**src/rtl/xor_cipher_pkg.sv**
```systemverilog
`default_nettype none
//------------------------------------------------------------------
// xor_cipher_pkg: widths and state encoding shared by the XOR cipher path
// Rev 1.0
//------------------------------------------------------------------
package xor_cipher_pkg;

  localparam int ADDR_W = 4;
  localparam int DATA_W = 8;
  localparam int BANK_W = 2;

  localparam logic [BANK_W-1:0] KEY_BANK_INVALID = 2'b11;

  typedef enum logic [1:0] {
    ST_IDLE   = 2'd0,
    ST_LOOKUP = 2'd1,
    ST_EMIT   = 2'd2,
    ST_DRAIN  = 2'd3
  } state_t;

endpackage
`default_nettype wire

```
**src/rtl/key_index_ctr.sv**
```systemverilog
`default_nettype none
//------------------------------------------------------------------
// key_index_ctr: key-ROM index counter wrapping at KEY_LEN, clear has priority
// Rev 1.0
//------------------------------------------------------------------
module key_index_ctr
  import xor_cipher_pkg::*;
#(
  parameter int KEY_LEN = 16
) (
  input  logic              clk,
  input  logic              reset,
  input  logic              inc,
  input  logic              clr,
  output logic [ADDR_W-1:0] idx
);

  localparam logic [ADDR_W-1:0] c_last_idx = ADDR_W'(KEY_LEN - 1);

  logic [ADDR_W-1:0] r_idx;

  always_ff @(posedge clk or posedge reset) begin
    if (reset) begin
      r_idx <= '0;
    end else if (clr) begin
      r_idx <= '0;
    end else if (inc) begin
      r_idx <= (r_idx == c_last_idx) ? '0 : r_idx + 1'b1;
    end
  end

  assign idx = r_idx;

endmodule
`default_nettype wire

```
**src/rtl/xor_stream_engine.sv**
```systemverilog
`default_nettype none
//------------------------------------------------------------------
// xor_stream_engine: byte-stream XOR encrypt/decrypt against a banked key ROM
// Rev 1.0
//------------------------------------------------------------------
module xor_stream_engine
  import xor_cipher_pkg::*;
#(
  parameter int KEY_LEN = 16
) (
  input  logic              clk,
  input  logic              reset,
  input  logic [BANK_W-1:0] key_sel,
  input  logic [DATA_W-1:0] in_data,
  input  logic              in_valid,
  input  logic              in_last,
  output logic              in_ready,
  output logic [DATA_W-1:0] out_data,
  output logic              out_valid,
  output logic              out_last,
  input  logic              out_ready,
  output logic [BANK_W-1:0] key_bank,
  output logic [ADDR_W-1:0] key_a,
  input  logic [DATA_W-1:0] key_d,
  output logic              err_key,
  output logic              busy
);

  state_t              r_state, w_next;
  logic [DATA_W-1:0]   r_data;
  logic                r_last;
  logic [BANK_W-1:0]   r_bank;
  logic                r_frame_start;
  logic                r_err;
  logic                w_accept, w_bad_start, w_emit_done, w_drain_end, w_inc, w_clr;
  logic [ADDR_W-1:0]   w_idx;

  assign w_accept    = in_ready && in_valid;
  assign w_bad_start = r_frame_start && (key_sel == KEY_BANK_INVALID);
  assign w_emit_done = (r_state == ST_EMIT) && out_ready;
  assign w_drain_end = (r_state == ST_DRAIN) && w_accept && in_last;
  assign w_inc       = w_emit_done && !r_last;
  assign w_clr       = (w_emit_done && r_last) || w_drain_end;

  key_index_ctr #(
    .KEY_LEN (KEY_LEN)
  ) u_key_index_ctr (
    .clk   (clk),
    .reset (reset),
    .inc   (w_inc),
    .clr   (w_clr),
    .idx   (w_idx)
  );

  always_ff @(posedge clk or posedge reset) begin
    if (reset) begin
      r_state       <= ST_IDLE;
      r_data        <= '0;
      r_last        <= 1'b0;
      r_bank        <= '0;
      r_frame_start <= 1'b1;
      r_err         <= 1'b0;
    end else begin
      r_state <= w_next;
      r_err   <= (r_state == ST_IDLE) && w_accept && w_bad_start;
      if ((r_state == ST_IDLE) && w_accept) begin
        r_data <= in_data;
        r_last <= in_last;
        if (r_frame_start) r_bank <= key_sel;
      end
      if (w_emit_done)      r_frame_start <= r_last;
      else if (w_drain_end) r_frame_start <= 1'b1;
    end
  end

  // Address and bank stay put while EMIT waits, so key_d and the XOR hold too
  always_comb begin
    w_next    = r_state;
    in_ready  = 1'b0;
    out_valid = 1'b0;
    out_data  = '0;
    out_last  = 1'b0;
    case (r_state)
      ST_IDLE: begin
        in_ready = !reset;
        if (in_valid) begin
          if (w_bad_start) w_next = in_last ? ST_IDLE : ST_DRAIN;
          else             w_next = ST_LOOKUP;
        end
      end
      ST_LOOKUP: w_next = ST_EMIT;
      ST_EMIT: begin
        out_valid = 1'b1;
        out_data  = r_data ^ key_d;
        out_last  = r_last;
        if (out_ready) w_next = ST_IDLE;
      end
      ST_DRAIN: begin
        in_ready = !reset;
        if (in_valid && in_last) w_next = ST_IDLE;
      end
      default: w_next = ST_IDLE;
    endcase
  end

  assign key_bank = r_bank;
  assign key_a    = w_idx;
  assign err_key  = r_err;
  assign busy     = (r_state != ST_IDLE);

endmodule
`default_nettype wire
```
**config.mk**
```make
export PLATFORM = sky130hd
export DESIGN_NAME = xor_stream_engine
export DESIGN_NICKNAME = d
export VERILOG_FILES = /design/src/rtl/xor_cipher_pkg.sv /design/src/rtl/key_index_ctr.sv /design/src/rtl/xor_stream_engine.sv
export SDC_FILE = /design/constraint.sdc
export NUM_CORES = 1
export LEC_CHECK = 0
export BUFFER_PORTS_ARGS = -buffer_cell sky130_fd_sc_hd__buf_2
export CAP_MARGIN = 10
export CORE_MARGIN = 3
export CORE_UTILIZATION = 47
export DETAILED_ROUTE_END_ITERATION = 12
export PLACE_DENSITY = 0.77
export REMOVE_ABC_BUFFERS = 1
export SYNTH_ARGS = -nofsm -noshare
export SYNTH_HDL_FRONTEND = slang
export SYNTH_SLANG_ARGS = --single-unit
export TNS_END_PERCENT = 5
```
**constraint.sdc**
```tcl
create_clock -name clk -period 2.06 [get_ports clk]
set_clock_uncertainty 0.1 [all_clocks]
set_input_delay 0 -clock clk [delete_from_list [all_inputs] [get_ports clk]]
set_output_delay 0 -clock clk [all_outputs]
set_load 0.03 [all_outputs]
```
==> results of run 1 <==
==> area by class of cell <==
class                      count  area [sq um]
fill                         145         586.8
multi-input combinational     71         563.0
sequential                    19         476.7
timing repair buffer          56         352.8
tap                           27         33.78
clock buffer                   4         26.28
inverter                       6         22.52
==> through the flow <==
stage          hold WS (ns)  util [%]
3_3_place_gp        0.05710     63.23
5_1_grt             0.03865     71.54
4_1_cts             0.01610     71.30
3_5_place_dp        0.06534     63.23
6_report            0.02299     71.54
2_1_floorplan       -0.1496         -
==> per-layer routing <==
| layer | wire, um | vias up | global-route usage (%) |
|---|---|---|---|
| met5 | 0 | - | 0 |
| met1 | 995 | 426 | 17.74 |
| li1 | - | 447 | - |
| met3 | 177 | 5 | 3.601 |
| met4 | 38 | 0 | 10.21 |
| met2 | 1171 | 40 | 33.67 |
==> report_power, final <==
part	total [mW]	switching [mW]	internal [mW]
clock	0.188	0.112	0.0756
combinational	0.946	0.537	0.409
sequential	0.685	0.140	0.545
==> worst paths after layout <==
check / from / endpoint / slack, ns
max in group asynchronous: reset / err_key$_DFF_PP0_ / 1.14
min in group asynchronous: reset / r_state[0]$_DFFE_PP0P_ / 0.28
min: out_ready / r_state[0]$_DFFE_PP0P_ / 0.02
max: r_state[0]$_DFFE_PP0P_ / err_key$_DFF_PP0_ / 0.14
max reg2reg: r_state[0]$_DFFE_PP0P_ / err_key$_DFF_PP0_ / 0.14
min reg2reg: key_bank[0]$_DFFE_PP0P_ / key_bank[0]$_DFFE_PP0P_ / 0.42
==> placed cells by master (no fill, tap or decap), drive strengths merged, types with 2 or more instances in the layout <==
cell / n
nand3: 2
mux2i: 3
a21oi: 7
o21ai: 2
buf: 42
nor3: 2
nand2: 3
dlygate4sd3: 14
inv: 6
nand2b: 2
ha: 6
and3: 2
mux2: 11
and2: 9
nor2: 8
dfrtp: 18
clkbuf: 4
xor2: 8
==> timing repair <==
action,in CTS,in global routing
endpoints found under the setup margin,0,1
endpoints found under the hold margin,30,0
hold buffers,14,0
resized for setup,0,1
==> cells by family (layout without fill, tap and decap cells) <==
logic type	after synthesis	count (layout)	share of synthesized area, %
buffers and inverters	8	66	4.282
multiplexers	14	14	14.93
adder cells (fa/ha/maj)	6	6	6.944
flip-flops	19	19	44.10
AO/OA/AOI/OAI	11	11	5.556
AND/OR/NAND/NOR	32	32	17.71
XOR/XNOR	8	8	6.482
==> registers in the layout, summed over array words and instances, names as in the netlist <==
name / count
err_key: 1
key_bank: 2
r_data: 8
r_frame_start: 1
r_last: 1
r_state: 2
u_key_index_ctr.idx: 4
==> worst register-to-register path, stage by stage (launching register included) <==
cell and delay, ns:
dfrtp_1 0.39, inv_1 0.10, ha_1 0.35, nor2_4 0.15, nand2_1 0.07, nor3_1 0.15
dlygate4sd3_1 0.56
==> flow_metrics.py, run 1 <==
metrics = {
    "logic_synthesis": {
        "sequential_area_share_after_synthesis_pct": 44.10,
        "most_used_flip_flop_cell_after_synthesis": "dfrtp_1",
        "post_synth.cell_area_avg_sq_um": 11.03,
        "largest_cells_by_area_after_synthesis": "dfrtp_1, mux2_2, ha_1",
        "synthDominantCellAreaShare_pct": 41.67,
        "synth_seq_cells": 19,
        "postSynth.asyncResetShare_pct": 100.0,
        "postSynthCellCount": 98,
        "most_common_cell_in_the_synthesized_netlist": "dfrtp_1",
        "netlist-cell-type-count": 28,
        "synth_warnings": 0,
        "syn_area_sq_um": 1081,
        "synth_enable_flop_cells": 0,
        "synth.largest_area_cell": "dfrtp_1",
        "post_synth_most_frequent_cells": "dfrtp_1, and2_1, mux2_2",
    },
    "critical_path": {
        "path_class": "reg2reg",
        "worstSetupStartpointType": "register",
        "cp_data_arrival_time_ns": 2.07,
        "crit_path_top_delay_cell": "dlygate4sd3_1",
        "path_cells": "inv_1 > ha_1 > nor2_4 > nand2_1 > nor3_1 > dlygate4sd3_1",
        "critPathTopFamily": "buffers and inverters",
        "crit_fanout": 4,
        "worstSetupPathDepth": 6,
        "worstPathRequired_ns": 2.20,
        "critical-path-max-stage-delay_ns": 0.56,
        "crit_path_end_kind": "register",
        "r2r.worst_path.cells": 6,
        "cp.buffers_inverters": 2,
    },
    "grt": {
        "total_routing_usage_gr_pct": 17.84,
        "grt_start_max_net_pins": 20,
        "grt_antenna_before_repair": 0,
        "grt_first_pass_wirelength_um": 3719,
        "grt.overflow.total": 0,
        "number_of_global_route_vias_before_repair": 945,
    },
    "finish": {
        "final_design_area_no_fill_sq_um": 1475,
        "finish.cell_count_without_fillers": 183,
        "layout-drive-gt1-share_pct": 39.10,
        "finalNetCount": 186,
        "layout_overhead_on_the_synthesized_area_pct": 36.46,
        "antenna_cells": 0,
    },
    "timing": {
        "period_minus_slack_ns": 1.923,
        "grt_setup_unrepaired": "no",
        "setup_viol_count_final": 0,
        "timing_hold_violations_final": 0,
        "fin_crit_share_pct": 93.37,
        "timing.max_slew.rel_slack_pct": 53.44,
        "fin_ws_ns": 0.1366,
        "final_max_slew_viol_count": 0,
        "max_clock_freq_mhz": 519.9,
        "tightest_slew_ns": 0.6976,
        "totalNegativeSetupSlack_ns": 0,
    },
    "placement": {
        "dpl_worst_slack_ns": 0.1979,
        "placedInstanceArea_sq_um": 1304,
        "place.detailed.instances": 165,
        "gp_congestion": 0.8844,
        "place.port_buffers": 41,
        "dp.final_hpwl_um": 1714,
    },
    "detailed_routing": {
        "drtPass1Iterations": 5,
        "wl_per_cell_um": 13.02,
        "drt_drc_violations_left": 0,
        "postRouteWirelength_um": 2382,
        "detailroute.via_count": 918,
        "ant_nets": 0,
        "drt-vias-per-instance": 5.016,
        "drt_iter0_drc": 8,
    },
    "clock_tree": {
        "post_cts.repair.setup_buffers": 0,
        "cts_max_level": 1,
        "clock_input_transition_at_the_sequential_cells_of_the_worst_setup_and_hold_paths_ns": 0.10,
        "cts_root_cell": "clkbuf_4",
        "insertion_delay_ns": 0.30,
        "tritoncts.num_buffers": 3,
        "cts_max_path_buffers": 2,
        "cts_tree": "built",
        "clock_sinks": 19,
    },
    "pwr": {
        "finalPower_mw": 1.820,
        "max-vdd-ir-drop_uv": 720.2,
        "power.density_cell_area_nw_per_um2": 1234,
        "leakage_power_summed_over_all_cells_nw": 0.7756,
    },
    "floorplan": {
        "floorplan.rows": 16,
        "coreArea_sq_um": 2062,
        "die_x_um": 53.96,
        "io_pins": 42,
        "die_y_um": 53.96,
        "initial_core_util_pct": 52.43,
        "fp.dieArea_sq_um": 2912,
    },
    "worst_hold_path": {
        "worst_hold_path_type": "in2reg",
        "min_delay_path_depth": 4,
    },
    "run": {
        "count_of_maximum_capacitance_violations": 0,
    },
    "status": {
        "result_of_the_run": "completed",
    },
}
Note: power is estimated with default switching activity, not from simulation.
==> run 2, diff against run 1 <==
Settings changed: CELL_PAD_IN_SITES_DETAIL_PLACEMENT set to 1, CELL_PAD_IN_SITES_GLOBAL_PLACEMENT set to 2, CORE_UTILIZATION 47 to 29, PLACE_DENSITY 0.77 to not set, PLACE_DENSITY_LB_ADDON set to 0.1.
==> run 2 against run 1 <==
  * Clock-buffer cell count unchanged
  * Via count is 0.76% lower
  * Register-to-register slack barely moved
  * Combinational power about the same
  * Critical path type unchanged
  * Critical endpoint unchanged
  * First-iteration DRC count up 130%
==> flow_metrics.py, run 2 (synthesized netlist as in run 1, its figures left out) <==
metrics = {
    "critical_path": {
        "crit-reg2reg-capture": "err_key$_DFF_PP0_",
        "path_class": "reg2reg",
        "startpoint": "r_state[0]$_DFFE_PP0P_",
        "crit_path_end_kind": "register",
        "cp-endpoint": "err_key$_DFF_PP0_",
        "worstSetupPathDepth": 6,
        "worst-r2r-setup-slack_ns": 0.13,
        "worstPathRequired_ns": 2.16,
        "crit_path_top_delay_cell": "dlygate4sd3_1",
        "r2r.worst_path.cells": 6,
        "critical-path-max-stage-delay_ns": 0.57,
        "path_cells": "inv_1 > ha_1 > nor2_4 > nand2_1 > nor3_1 > dlygate4sd3_1",
        "cp.buffers_inverters": 2,
        "cp_data_arrival_time_ns": 2.03,
        "timing.rr.start": "r_state[0]$_DFFE_PP0P_",
        "worstSetupStartpointType": "register",
        "crit_fanout": 4,
        "critPathTopFamily": "buffers and inverters",
    },
    "placement": {
        "dp.final_hpwl_um": 2015,
        "gp_congestion": 0.7701,
        "placedInstanceArea_sq_um": 1328,
        "place.port_buffers": 41,
    },
    "detailed_routing": {
        "ant_nets": 0,
        "postRouteWirelength_um": 2731,
        "drt_drc_violations_left": 0,
        "drtPass1Iterations": 2,
        "drt-vias-per-instance": 4.510,
        "drt_iter0_drc": 18,
        "wl_per_cell_um": 13.52,
        "detailroute.via_count": 911,
    },
    "grt": {
        "number_of_global_route_vias_before_repair": 973,
        "met2_global_route_usage_pct": 23.80,
        "grt_first_pass_wirelength_um": 4436,
        "grt_antenna_before_repair": 0,
        "grt.overflow.total": 0,
        "grt_start_max_net_pins": 20,
        "total_routing_usage_gr_pct": 13.19,
        "groute.layer.met3.usage_pct": 2.361,
        "grt.met1_usage_pct": 15.41,
        "grt-busiest-layer": "met2",
    },
    "pwr": {
        "leakage_power_summed_over_all_cells_nw": 0.7834,
        "finalPower_mw": 1.899,
        "power.density_cell_area_nw_per_um2": 1251,
        "max-vdd-ir-drop_uv": 418.7,
    },
    "finish": {
        "largest_register": "r_data",
        "seqCellArea_sq_um": 476.7,
        "finalNetCount": 186,
        "final_design_area_no_fill_sq_um": 1518,
        "layout-drive-gt1-share_pct": 39.10,
        "final_core_utilization_pct": 43.76,
        "largest_register_ff_count": 8,
        "layout_commonest_cell": "buf_2",
        "multiInputGateArea_sq_um": 563.0,
        "most_frequent_cells_in_the_layout": "buf_2, dfrtp_1, dlygate4sd3_1",
        "layout_overhead_on_the_synthesized_area_pct": 40.39,
        "antenna_cells": 0,
        "layout_fillers": 419,
    },
    "timing": {
        "period_minus_slack_ns": 1.931,
        "final_max_slew_viol_count": 0,
        "max_clock_freq_mhz": 518.0,
        "grt_setup_unrepaired": "no",
        "tightest_slew_ns": 0.7502,
        "timing_hold_violations_final": 0,
        "timing.max_slew.rel_slack_pct": 49.93,
        "totalNegativeSetupSlack_ns": 0,
        "fin_crit_share_pct": 93.71,
        "setup_viol_count_final": 0,
    },
    "worst_hold_path": {
        "worst_hold_path_type": "in2reg",
    },
    "clock_tree": {
        "clock_sinks": 19,
        "cts_max_level": 1,
        "cts_root_cell": "clkbuf_8",
        "insertion_delay_ns": 0.26,
        "cts_max_path_buffers": 2,
        "clock_input_transition_at_the_sequential_cells_of_the_worst_setup_and_hold_paths_ns": 0.07,
        "tritoncts.num_buffers": 3,
        "cts_tree": "built",
    },
    "floorplan": {
        "die_x_um": 67.06,
        "die_y_um": 67.06,
        "fp.dieArea_sq_um": 4496,
        "floorplan.rows": 21,
        "coreArea_sq_um": 3468,
        "io_pins": 42,
        "initial_core_util_pct": 31.17,
    },
    "status": {
        "result_of_the_run": "completed",
    },
    "run": {
        "count_of_maximum_capacitance_violations": 0,
    },
}
[run 2: changes by cell type in the layout (fill, tap and decap cells not counted)]
| cell | change |
|---|---|
| clkbuf_4 | -3 |
| clkbuf_8 | +3 |
[run 2: metrics by stage]
stage          hold slack [ns]  std cells  setup slack [ns]
2_1_floorplan          -0.1496         96           0.08264
3_3_place_gp           0.09961        184            0.2549
3_5_place_dp            0.1024        184            0.1632
4_1_cts                0.07876        202            0.1253
5_1_grt                0.09618        202           0.02753
6_report               0.07071        202            0.1295
[run 2: worst min-delay path by stage]
stage,slack [ns],start,depth (start not counted),endpoint
2_1_floorplan,-0.15,reset,1,err_key$_DFF_PP0_
3_3_place_gp,0.1,reset,2,err_key$_DFF_PP0_
3_5_place_dp,0.10,reset,2,r_state[1]$_DFFE_PP0P_
4_1_cts,0.08,out_ready,4,r_state[0]$_DFFE_PP0P_
5_1_grt,0.1,out_ready,4,r_state[0]$_DFFE_PP0P_
6_report,0.07,out_ready,4,r_state[0]$_DFFE_PP0P_
[run 2: final cells by class]
class | instances | share of cell area [%]
inverters | 6 | 1.484
well taps | 46 | 3.792
multi-input cells | 71 | 37.10
flip-flops and latches | 19 | 31.41
clock buffers | 4 | 2.968
repair buffers | 56 | 23.25
[run 2: where the power goes]
group          switching [mW]  internal, mW  leakage [nW]
combinational           0.533         0.410         0.529
clock                   0.128         0.138        0.0228
sequential              0.144         0.547         0.231
total                   0.805          1.09         0.783
[run 2: worst reg2reg max path, stage by stage, from the launching register on]
cell,delay [ns]
dfrtp_1,0.39
inv_1,0.10
ha_1,0.34
nor2_4,0.15
nand2_1,0.07
nor3_1,0.16
dlygate4sd3_1,0.57
[run 2: layer usage]
layer,wire length [um],share of wire [%]
met3,182,6.7
met4,33,1.2
met1,1192,44
met5,0,0
met2,1322,48
[run 2: what timing repair did]
item | in CTS | in global routing
resized for setup | 0 | 1
setup buffers | 0 | 0
endpoints found under the hold margin | 30 | 0
hold buffers | 14 | 0
endpoints found under the setup margin | 0 | 1
